===== config.mk =====
export PLATFORM = sky130hd
export DESIGN_NAME = cmd_sequencer
export DESIGN_NICKNAME = d
export VERILOG_FILES = /design/src/rtl/cmd_sequencer.sv
export SDC_FILE = /design/constraint.sdc
export NUM_CORES = 1
export LEC_CHECK = 0
export ABC_CLOCK_PERIOD_IN_PS = 5500
export BUFFER_PORTS_ARGS = -buffer_cell sky130_fd_sc_hd__buf_2
export CAP_MARGIN = 0
export CORE_ASPECT_RATIO = 0.75
export CORE_UTILIZATION = 50
export DETAILED_ROUTE_END_ITERATION = 8
export GPL_ROUTABILITY_DRIVEN = 0
export PLACE_DENSITY = 0.77
export SLEW_MARGIN = 25
export SYNTH_ARGS = -nofsm -noshare
export SYNTH_HDL_FRONTEND = slang
export SYNTH_SLANG_ARGS = --single-unit

===== constraint.sdc =====
create_clock -name CLOCK50 -period 5.5 [get_ports CLOCK50]
set_clock_uncertainty 0.15 [all_clocks]
set_input_delay 0.55 -clock CLOCK50 [delete_from_list [all_inputs] [get_ports CLOCK50]]
set_output_delay 0.55 -clock CLOCK50 [all_outputs]
set_load 0.05 [all_outputs]

===== src/rtl/cmd_sequencer.sv =====
// Drive-command queue: records operator instructions with append/undo-last, then
// replays them one per fixed-length step with pause, abort and optional looping.
module cmd_sequencer #(
    parameter  int CMD_W         = 4,
    parameter  int DEPTH         = 8,
    parameter  int STEP_CYCLES   = 50_000_000,
    parameter  int AUTO_RUN_FULL = 1,
    localparam int IW            = $clog2(DEPTH),
    localparam int CW            = $clog2(DEPTH + 1)
) (
    input  logic             CLOCK50,
    input  logic             rst_n,
    input  logic             save,
    input  logic             execute,
    input  logic             clear,
    input  logic             delete,
    input  logic             pause,
    input  logic             loop_mode,
    input  logic [CMD_W-1:0] cmd_in,
    output logic [CMD_W-1:0] cmd_out,
    output logic             cmd_valid,
    output logic [IW-1:0]    step_idx,
    output logic [CW-1:0]    count,
    output logic             empty,
    output logic             full,
    output logic             busy,
    output logic             done
);
    localparam int TW = (STEP_CYCLES > 1) ? $clog2(STEP_CYCLES) : 1;

    typedef enum logic [1:0] {IDLE, LOADED, RUN, PAUSED} state_t;

    state_t           state_q, state_d;
    logic [CMD_W-1:0] mem_q [DEPTH];
    logic [CW-1:0]    count_q, count_d;
    logic [IW-1:0]    step_q, step_d;
    logic [TW-1:0]    timer_q, timer_d;
    logic             done_d;
    logic             wr_en;
    logic             busy_d;
    logic             last_step;
    logic             timer_end;
    logic [CMD_W-1:0] cmd_out_q;
    logic             cmd_valid_q, empty_q, full_q, busy_q, done_q;

    assign last_step = (CW'(step_q) == count_q - CW'(1));
    assign timer_end = (timer_q == TW'(STEP_CYCLES - 1));
    assign busy_d    = (state_d == RUN) || (state_d == PAUSED);

    // Every RUN cycle advances the timer, including the one in which pause is
    // sampled; PAUSED cycles never do, so each entry gets exactly STEP_CYCLES.
    always_comb begin
        state_d = state_q;
        count_d = count_q;
        step_d  = step_q;
        timer_d = timer_q;
        done_d  = 1'b0;
        wr_en   = 1'b0;
        if (clear) begin
            state_d = IDLE;
            count_d = '0;
            step_d  = '0;
            timer_d = '0;
        end else begin
            case (state_q)
                IDLE: begin
                    if (save) begin
                        wr_en   = 1'b1;
                        count_d = CW'(1);
                        state_d = LOADED;
                    end
                end
                LOADED: begin
                    if (execute || ((AUTO_RUN_FULL != 0) && full_q)) begin
                        state_d = RUN;
                        step_d  = '0;
                        timer_d = '0;
                    end else if (save) begin
                        if (!full_q) begin
                            wr_en   = 1'b1;
                            count_d = count_q + CW'(1);
                        end
                    end else if (delete) begin
                        count_d = count_q - CW'(1);
                        if (count_q == CW'(1)) state_d = IDLE;
                    end
                end
                RUN: begin
                    if (execute) begin
                        state_d = LOADED;
                        step_d  = '0;
                        timer_d = '0;
                    end else begin
                        if (pause) state_d = PAUSED;
                        if (!timer_end) begin
                            timer_d = timer_q + TW'(1);
                        end else begin
                            timer_d = '0;
                            if (!last_step) begin
                                step_d = step_q + IW'(1);
                            end else if (loop_mode) begin
                                step_d = '0;
                            end else begin
                                state_d = IDLE;
                                count_d = '0;
                                step_d  = '0;
                                done_d  = 1'b1;
                            end
                        end
                    end
                end
                PAUSED: begin
                    if (execute) begin
                        state_d = LOADED;
                        step_d  = '0;
                        timer_d = '0;
                    end else if (pause) begin
                        state_d = RUN;
                    end
                end
                default: state_d = IDLE;
            endcase
        end
    end

    always_ff @(posedge CLOCK50 or negedge rst_n) begin
        if (!rst_n) begin
            state_q     <= IDLE;
            count_q     <= '0;
            step_q      <= '0;
            timer_q     <= '0;
            cmd_out_q   <= '0;
            cmd_valid_q <= 1'b0;
            empty_q     <= 1'b1;
            full_q      <= 1'b0;
            busy_q      <= 1'b0;
            done_q      <= 1'b0;
        end else begin
            state_q     <= state_d;
            count_q     <= count_d;
            step_q      <= step_d;
            timer_q     <= timer_d;
            cmd_out_q   <= busy_d ? mem_q[step_d] : '0;
            cmd_valid_q <= (state_d == RUN);
            empty_q     <= (count_d == '0);
            full_q      <= (count_d == CW'(DEPTH));
            busy_q      <= busy_d;
            done_q      <= done_d;
        end
    end

    // Writes only happen in IDLE/LOADED, so playback never reads a same-edge write.
    always_ff @(posedge CLOCK50) begin
        if (wr_en) mem_q[count_q[IW-1:0]] <= cmd_in;
    end

    assign cmd_out   = cmd_out_q;
    assign cmd_valid = cmd_valid_q;
    assign step_idx  = step_q;
    assign count     = count_q;
    assign empty     = empty_q;
    assign full      = full_q;
    assign busy      = busy_q;
    assign done      = done_q;

endmodule

# Yosys cells after proc, flatten, opt, wreduce, memory -nomap -nowiden
# Memory sizes are Yosys's and may differ from the RTL's.
# Index checks and enable logic that the tools add are counted.
totals:
  regBits: 44
  latch_bits: 0
  ram_bits: 32
  romBits: 0
  in_bits: 12
  word_cells: 85
  memories: 1
op_classes:
  n_addsub: 4
  multipliers: 0
  div_mod_pow: 0
  order_cmp: 0
  n_eq_ne: 11
  shifts: 0
  mux: 53
  bitwise_logic: 0
  reduce_logical: 6
mem_list:
  columns: ["name", "depth", "width", "rd", "rd_clocked_by_memory_dff", "wr", "line", "source"]
  rows:
  - ["mem_q", 8, 4, 1, 0, 1, "34", "logic [CMD_W-1:0] mem_q [DEPTH];"]
op_table:
  columns: ["op", "count"]
  rows:
  - ["26-bit two-way mux", 5]
  - ["26-bit one-hot mux with 3 select lines", 1]
  - ["4-bit two-way mux", 11]
  - ["26-bit by 1-bit adder with 26-bit output, second input constant", 1]
  - ["26-bit == test, second input constant", 1]
  - ["2-bit two-way mux", 13]
  - ["3-bit two-way mux", 6]
  - ["1-bit two-way mux", 13]
  - ["4-bit one-hot mux with 3 select lines", 1]
  - ["3-bit one-hot mux with 3 select lines", 1]
  - ["2-bit == test, second input constant", 4]
  - ["2-bit one-hot mux with 4 select lines", 1]
  - ["3-bit inequality test, second input constant", 2]
  - ["4-bit by 1-bit adder with 4-bit output, second input constant", 1]
  - ["3-bit by 4-bit == test with 1-bit output", 1]
  - ["4-bit by 1-bit == test with 1-bit output, second input constant", 1]
  - ["4-bit == test, second input constant", 1]
  - ["4-bit logical NOT", 1]
  - ["4-bit nonzero test", 1]
  - ["4-bit by 1-bit subtractor with 4-bit output, second input constant", 1]
  - ["3-bit by 1-bit adder with 3-bit output, second input constant", 1]
  - ["3-bit AND reduction", 1]
  - ["2-bit by 1-bit == test with 1-bit output, second input constant", 1]
  - ["2-bit logical NOT", 1]
  - ["2 further kinds", 3]

# Longest topological paths before layout
# Gate-level depths: netlist of run 1.
depth:
  ltp_word: 10
  ltp_mapped: 11
  ltp_nobuf: 10

# Least setup slack after synthesis of run 1
# Ideal clock, no wire load.
synth_path:
  kind: "register to register"
  from: "register count_q[0] (netlist: count[0])"
  to: "register full_q (netlist: full)"
  t_arrival_ps: 2887
  path_slack_ps: 2369
  stages_incl_launch_ff: 11
  n_path_buf: 1
  period_less_slack_ps: 3131
  path_cell_list: "dfrtp_1 -> buf_2 -> inv_1 -> ha_1 -> xnor2_1 -> nor3b_1 -> o211ai_1 -> o41a_1 -> a2111oi_2 -> o311ai_1 -> a211oi_1"
synth_between:
  elab_chain_len: 8
synth_rtl:
  columns: ["element", "line", "source"]
  rows:
  - ["from (decl)", "35", "logic [CW-1:0] count_q, count_d;"]
  - ["from (signal assigned)", "140", "count_q <= count_d;"]
  - ["4-bit by 1-bit subtractor with 4-bit output", "46, 84", null]
  - ["3-bit by 4-bit == test with 1-bit output", "46", "assign last_step = (CW'(step_q) == count_q - CW'(1));"]
  - ["4-bit two-way mux", "99", "if (!last_step) begin"]
  - ["4-bit two-way mux", "95", "if (!timer_end) begin"]
  - ["4-bit two-way mux", "89", "if (execute) begin"]
  - ["4-bit one-hot mux with 3 select lines (*)", "65", "case (state_q)"]
  - ["4-bit two-way mux (*)", "59", "if (clear) begin"]
  - ["4-bit == test (*)", "146", "full_q <= (count_d == CW'(DEPTH));"]
  - ["to (signal assigned)", "146", null]
  - ["to (decl)", "44", "logic cmd_valid_q, empty_q, full_q, busy_q, done_q;"]
# Mark *: on every way between the ends. The rest lies on a longest branch, timed or not.
# A chain may end at the register's enable or synchronous reset.

# Worst setup path in the final report of run 1
layout_path:
  from: "register count_q[0] (netlist: count[0])"
  to: "register cmd_out_q[3] (netlist: cmd_out[3])"
layout_between:
  elab_chain_len: 10
layout_rtl:
  columns: ["element", "line", "source"]
  rows:
  - ["parallel branches: the longest is 9 deep, another holds 4-bit by 1-bit subtractor with 4-bit output", null, null]
  - ["4-bit two-way mux (*)", "143", "cmd_out_q <= busy_d ? mem_q[step_d] : '0;"]
  - ["to (signal assigned)", "143", null]
  - ["to (decl)", "43", "logic [CMD_W-1:0] cmd_out_q;"]
# Mark *: on every way between the ends.

==> reports/summary.md, run 1 <==
Detailed routing
* met2 routed wirelength: 3750 um
* number of nets with antenna violations after routing: 0
* Routed wire per std cell: 16.6 um
* amount of wire on met3 after detailed routing: 661 um
* Via density: 6.05
* highest routed layer: met4
* Vias: 3176
* detailed-routing wirelength on met1: 4220 um
* number of remaining DRC errors: 0
* count of routing violations after the opening detailed-route iteration: 215
* number of iterations in the first detailed-routing pass: 5
* final WL: 8710 um

Setup path
* startpoint class of the critical path: flip-flop
* number of cells traversed by the worst register-to-register path: 9
* combined buffer and inverter count along the critical path: 1
* kind of cell with the highest combined delay on the critical path: compound AO/OA/AOI/OAI gates
* arrival time worst endpoint: 3.44 ns
* critical path start-end classification: reg -> reg
* largest stage delay on the critical path: 0.67 ns
* flop-to-flop setup slack: 2.12 ns
* slowest cell on the critical path: sky130_fd_sc_hd__o221ai_4
* crit path cell chain: inv_1, ha_1, xnor2_1, and4bb_2, o211a_1, o221ai_4, nor2b_1, a2111oi_0, a211oi_1
* number of stages on the worst setup path: 9
* required time of the critical path: 5.56 ns
* CP endpoint kind: flip-flop
* Max FO, Critical Path: 21

Floorplanning
* floorplan core area: 0.00792 mm2
* top-level port count: 28
* die outline height: 80.3 um
* total die area: 0.00853 mm2
* Die X-Extent: 106 um
* Initial Utilization: 51.6%
* count of standard-cell rows: 28

Yosys
* number of distinct standard cells referenced by the synthesized netlist: 66
* Mapped Area: 0.00408 mm2
* mean post-synth cell area: 10.4 um2
* Yosys warning total: 0
* Cells after Synth: 392
* register bit count reported by yosys: 76
* Primary FF master, synth: sky130_fd_sc_hd__dfrtp_1
* number of synthesized flops with an enable pin: 32
* post-synthesis sequential area ratio: 50.5%
* fraction of registers with async set or reset after synthesis: 57.9%
* Mapped Nets: 413

Status
* outcome: completed

Finish
* Diodes inserted: 0
* synth-to-layout area growth: 10.2%
* filler-free cell count of the finished design: 525
* # fillers: 686
* most common cell after layout, fill and taps aside: sky130_fd_sc_hd__dfrtp_1
* commonest non-fill, non-tap cells in the layout: sky130_fd_sc_hd__dfrtp_1 (43), sky130_fd_sc_hd__nand2_1 (35), sky130_fd_sc_hd__nor2_1 (35)
* fraction of layout cells with a size suffix above 1: 15.5%
* Final nets: 436

Global route
* Total Routing Usage GR: 22.0%
* number of antenna violations at the first check in global routing: 0
* global-route wire length before repair: 14500 um
* via count of the first global-routing pass: 2886
* maximum number of pins on one net before global-route repair: 45
* overflow left after global routing: 0

Timing
* setup repair after global routing missed its margin: no
* Worst-Margin Slew: 0.804 ns
* count of endpoints failing setup in the final report: 0
* setup TNS after final layout: 0 ns
* post-route minimum period: 3.38 ns
* count of final hold-check violations: 0
* final cycle utilization of the critical path: 61.4%
* FMAX: 296 MHz
* worst relative slew slack: 46.4%
* final max-slew violation count: 0

Placed design
* half-perimeter wire length of the detailed placement result: 6360 um
* count of buffers from port buffering: 27
* placed cell count: 509

Run
* # Max-Cap Violations: 0

Min path
* type of the tightest min-delay check: in -> async

Power and ir drop
* proportion of power drawn by the clock network: 37.1%
* share of power burned in combinational logic: 11.7%
* share of total power in sequential cells: 51.2%
* switching power: 310 uW
* cell internal power dissipation: 885 uW
* Leakage: 0.00179 uW
* largest vdd supply drop: 0.192 mV
* Power per Cell Area: 266 mW/mm2
* switching portion of total power: 26.0%

Clock tree
* clock-pin transition on the worst setup and hold timing paths: 0.08 ns
* Skew-Pair Late Insertion Delay: 0.35 ns
* number of clock sinks: 76
* CTS Buf Count: 9
* count of hold-fix buffers inserted at cts: 0
* CTS tree: yes
* Post-CTS Repair Setup Buffers: 0
* CTS root buffer: sky130_fd_sc_hd__clkbuf_8
* CTS H-tree lvls: 3
* maximum number of buffers from clock root to sink: 2
* Gates resized, CTS repair: 0

[sequential cells by signal (all words and copies together), names as in the netlist]
register,flops
done,1
step_idx,3
empty,1
cmd_valid,1
mem_q,32
cmd_out,4
full,1
busy,1
state_q,2
timer_q,26
count,4
[final cells by class]
type | count | area (um2) | share of cell area (%)
clock inverters | 5 | 58.8 | 1.31
well taps | 105 | 131 | 2.92
flip-flops and latches | 76 | 2060 | 45.9
clock buffers | 11 | 153 | 3.39
multi-input cells | 286 | 1900 | 42.2
repair buffers | 27 | 138 | 3.06
inverters | 15 | 56.3 | 1.25
[worst paths after layout]
check / from / end
hold reg to reg: timer_q[22] / timer_q[22]
min in group CLOCK50: loop_mode / done
setup reg to reg: count[0] / cmd_out[3]
setup / recovery: count[0] / cmd_out[3]
hold / removal: rst_n / cmd_out[1]
max in group asynchronous: rst_n / empty
[power by group through the flow]
stage | combinational (uW) | sequential [uW] | clock (uW)
floorplan | 86.0 | 637 | 0
global placement | 136 | 623 | 0
detailed placement | 139 | 624 | 0
CTS | 139 | 612 | 450
global route | 155 | 614 | 473
finish | 140 | 612 | 443
[stage by stage]
stage | power [uW] | utilization [%] | worst slack (ns) | hold WS, ns | area, um2
3_3_place_gp | 759 | 54.0 | 2.02 | 0.339 | 4270
2_1_floorplan | 723 | - | 2.37 | 0.104 | 4080
6_report | 1200 | 56.8 | 2.12 | 0.0372 | 4500
4_1_cts | 1200 | 56.8 | 2.17 | 0.228 | 4500
5_1_grt | 1240 | 56.8 | 1.87 | 0.0688 | 4500
3_5_place_dp | 763 | 54.1 | 2.20 | 0.362 | 4280
[synth_stat cells, drive strengths merged, types with 2 or more instances]
cell / count / share of area [%]
inv: 15 / 1.4
o32ai: 4 / 0.86
o21ai: 26 / 3.3
o31ai: 8 / 1.5
nor2b: 12 / 1.8
a21oi: 17 / 2.1
o21a: 2 / 0.37
clkbuf: 5 / 0.46
nand2b: 7 / 1.1
and2: 5 / 0.77
and4: 2 / 0.43
nand3b: 2 / 0.37
edfxtp: 32 / 24
or2: 3 / 0.46
ha: 9 / 2.8
a211oi: 7 / 1.3
a22o: 4 / 0.86
mux2i: 9 / 2.2
nand2: 36 / 3.4
a41oi: 2 / 0.43
xor2: 7 / 1.5
a31oi: 5 / 0.77
nor3: 9 / 1.1
nand4: 5 / 1.1
nor2: 36 / 3.4
or3b: 2 / 0.43
o2111ai: 2 / 0.43
buf: 10 / 1.4
nor3b: 4 / 0.74
or3: 2 / 0.31
xnor2: 6 / 1.3
dfrtp: 43 / 26
o21bai: 3 / 0.55
nor4: 7 / 1.4
and3: 2 / 0.31
a2111oi: 6 / 1.4
nand3: 13 / 1.6
mux2: 8 / 2.6
[metal layers]
metal  up-vias  GRT usage [%]
li1       1503              -
met1      1531           32.6
met2       133           32.1
met3         9           5.52
met4         0           5.14
met5         -              0
[worst register-to-register path, delay by kind of cell (launching register included)]
kind / cells / cell delay (ns)
adders and majority gates: 1 / 0.28
AOI/OAI and AO/OA: 4 / 1.56
xor gates and xnor gates: 1 / 0.15
and+or+nand+nor: 2 / 0.37
buffers and inverters: 1 / 0.17
DFF: 1 / 0.56
[cell families after synthesis]
| kind of cell | after synthesis | synth area share [%] |
|---|---|---|
| multiplexers | 17 | 4.78 |
| buffers and inverters | 30 | 3.25 |
| AND/OR/NAND/NOR | 151 | 19.8 |
| adder cells (fa/ha/maj) | 9 | 2.76 |
| flip-flops | 76 | 50.5 |
| AO/OA/AOI/OAI | 96 | 16.1 |
| XOR/XNOR | 13 | 2.79 |
Power figures use the tool's default switching activity.
==> run 2: changes to the inputs <==
- ABC_CLOCK_PERIOD_IN_PS: 5500 -> 2700
- PLACE_DENSITY: 0.77 -> 0.8
- clock period: 5.5 -> 2.7 ns (I/O delays scaled with it)
==> run 2 against run 1 <==
The flow now finishes with violations (setup timing); total power up 120%; non-clock buffer count increased by 51; combinational power grew to 2.7 times the previous value; via count rose by 11%; hold slack improved by 0.0063 ns; global-route usage rose by 4.1 points; clock power rose by 120%; fmax is 21% higher; worst setup slack worse by 2.2 ns; critical path depth increased by 1; cell count up 9.7%; critical endpoint is now cmd_out[1]; largest power group unchanged.
==> reports/summary.md, run 2 (synthesis gave the netlist of run 1 again) <==
Status
* outcome: finished, violations left
* failing checks: setup timing

Floorplanning
* count of standard-cell rows: 28
* top-level port count: 28
* die outline height: 80.3 um
* floorplan core area: 0.00792 mm2
* total die area: 0.00853 mm2
* Initial Utilization: 51.6%
* Die X-Extent: 106 um

Timing
* FMAX: 359 MHz
* fin worst setup slack: -0.0867 ns
* final max-slew violation count: 0
* Worst Hold Slack: 0.0435 ns
* setup repair after global routing missed its margin: yes
* worst relative slew slack: 63.5%
* post-route minimum period: 2.79 ns
* count of final hold-check violations: 0
* count of endpoints failing setup in the final report: 6
* final cycle utilization of the critical path: 103%
* setup TNS after final layout: -0.320 ns
* Worst-Margin Slew: 0.547 ns

Setup path
* Max FO, Critical Path: 9
* critical path start-end classification: reg -> reg
* arrival time worst endpoint: 2.90 ns
* CP endpoint kind: flip-flop
* startpoint class of the critical path: flip-flop
* required time of the critical path: 2.82 ns

Finish
* Core Util, Final: 65.5%
* fraction of layout cells with a size suffix above 1: 31.6%
* synth-to-layout area growth: 26.9%
* Final nets: 487
* commonest non-fill, non-tap cells in the layout: sky130_fd_sc_hd__buf_4 (46), sky130_fd_sc_hd__dfrtp_1 (40), sky130_fd_sc_hd__nand2_1 (35)
* # fillers: 597
* number of flip-flops under the largest register name: 32
* Diodes inserted: 0
* most common cell after layout, fill and taps aside: sky130_fd_sc_hd__buf_4

Clock tree
* CTS H-tree lvls: 3
* CTS Buf Count: 9
* CTS root buffer: sky130_fd_sc_hd__clkbuf_8
* number of clock sinks: 76
* CTS tree: yes
* clock-pin transition on the worst setup and hold timing paths: 0.08 ns
* maximum number of buffers from clock root to sink: 2
* Skew-Pair Late Insertion Delay: 0.36 ns

Detailed routing
* number of iterations in the first detailed-routing pass: 5
* count of routing violations after the opening detailed-route iteration: 310
* Via density: 6.10
* number of remaining DRC errors: 0
* final WL: 11000 um
* number of nets with antenna violations after routing: 0
* Vias: 3514
* Routed wire per std cell: 19.0 um

Global route
* maximum number of pins on one net before global-route repair: 22
* global-route wire length before repair: 16900 um
* number of antenna violations at the first check in global routing: 0
* via count of the first global-routing pass: 3367
* overflow left after global routing: 0
* Total Routing Usage GR: 26.2%

Power and ir drop
* largest vdd supply drop: 0.307 mV
* PnR Total Power: 2580 uW
* Leakage: 0.00208 uW
* Power per Cell Area: 498 mW/mm2

Placed design
* post-placement setup slack: -0.225 ns
* half-perimeter wire length of the detailed placement result: 7450 um
* count of buffers from port buffering: 27

Run
* # Max-Cap Violations: 0

Min path
* type of the tightest min-delay check: in -> reg

-- run 2: area by class of cell --
cell class                      count  area (um2)  area share, %
Multi-Input combinational cell    286        2130           41.2
Tap cell                          105         131           2.54
Sequential cell                    76        2070           39.9
Clock buffer                       10         128           2.46
Timing Repair Buffer               78         571           11.0
Inverter                           15        63.8           1.23
Clock inverter                      6        88.8           1.71
-- run 2: timing repair --
action / in CTS / in global routing
hold buffers: 2 / 0
endpoints found under the setup margin: 9 / 11
setup buffers: 0 / 6
gates cloned: 0 / 2
endpoints found under the hold margin: 25 / 0
gates resized for setup: 13 / 26
pin swaps: 1 / 5
-- run 2: through the flow --
step / area [um2] / std cells
after floorplan: 4160 / 392
after global placement: 4660 / 550
after detailed placement: 4660 / 550
after CTS: 4950 / 568
after global routing: 5180 / 576
final: 5180 / 576
-- run 2: path summary, 6_finish.rpt --
kind                            slack, ns          end  startpoint  cells past startpoint
worst min register to register       0.38   timer_q[1]  timer_q[1]                      2
max in group asynchronous            1.58        empty       rst_n                      3
worst min-delay path                 0.04  mem_q[5][3]   cmd_in[3]                      1
worst max register to register      -0.09   cmd_out[1]  state_q[1]                     10
worst max-delay path                -0.09   cmd_out[1]  state_q[1]                     10
min in group asynchronous            0.17  timer_q[16]       rst_n                      2
-- run 2: power breakdown --
group          internal, uW  total [uW]  leakage (uW)  switching [uW]
logic                   143         384       0.00108             241
clock network           520         958      0.000102             438
registers              1230        1240      0.000893            11.3
total                  1890        2580       0.00208             690
-- run 2: layer usage --
| layer | part of all wire (%) | global-route usage [%] | wire length, um |
|---|---|---|---|
| met1 | 44 | 35.6 | 4810 |
| met5 | 0 | 0 | 0 |
| met4 | 1.0 | 7.64 | 113 |
| met2 | 47 | 40.9 | 5180 |
| met3 | 7.8 | 7.14 | 854 |
-- run 2: critical path, stage by stage (launching register included) --
cell,delay [ns]
sky130_fd_sc_hd__dfrtp_2,0.43
sky130_fd_sc_hd__inv_4,0.06
sky130_fd_sc_hd__ha_4,0.16
sky130_fd_sc_hd__or3b_4,0.42
sky130_fd_sc_hd__nor3_4,0.17
sky130_fd_sc_hd__nand3_2,0.12
sky130_fd_sc_hd__o221ai_4,0.31
sky130_fd_sc_hd__clkbuf_16,0.23
sky130_fd_sc_hd__mux2i_1,0.11
sky130_fd_sc_hd__mux2_2,0.29
sky130_fd_sc_hd__a211oi_1,0.25
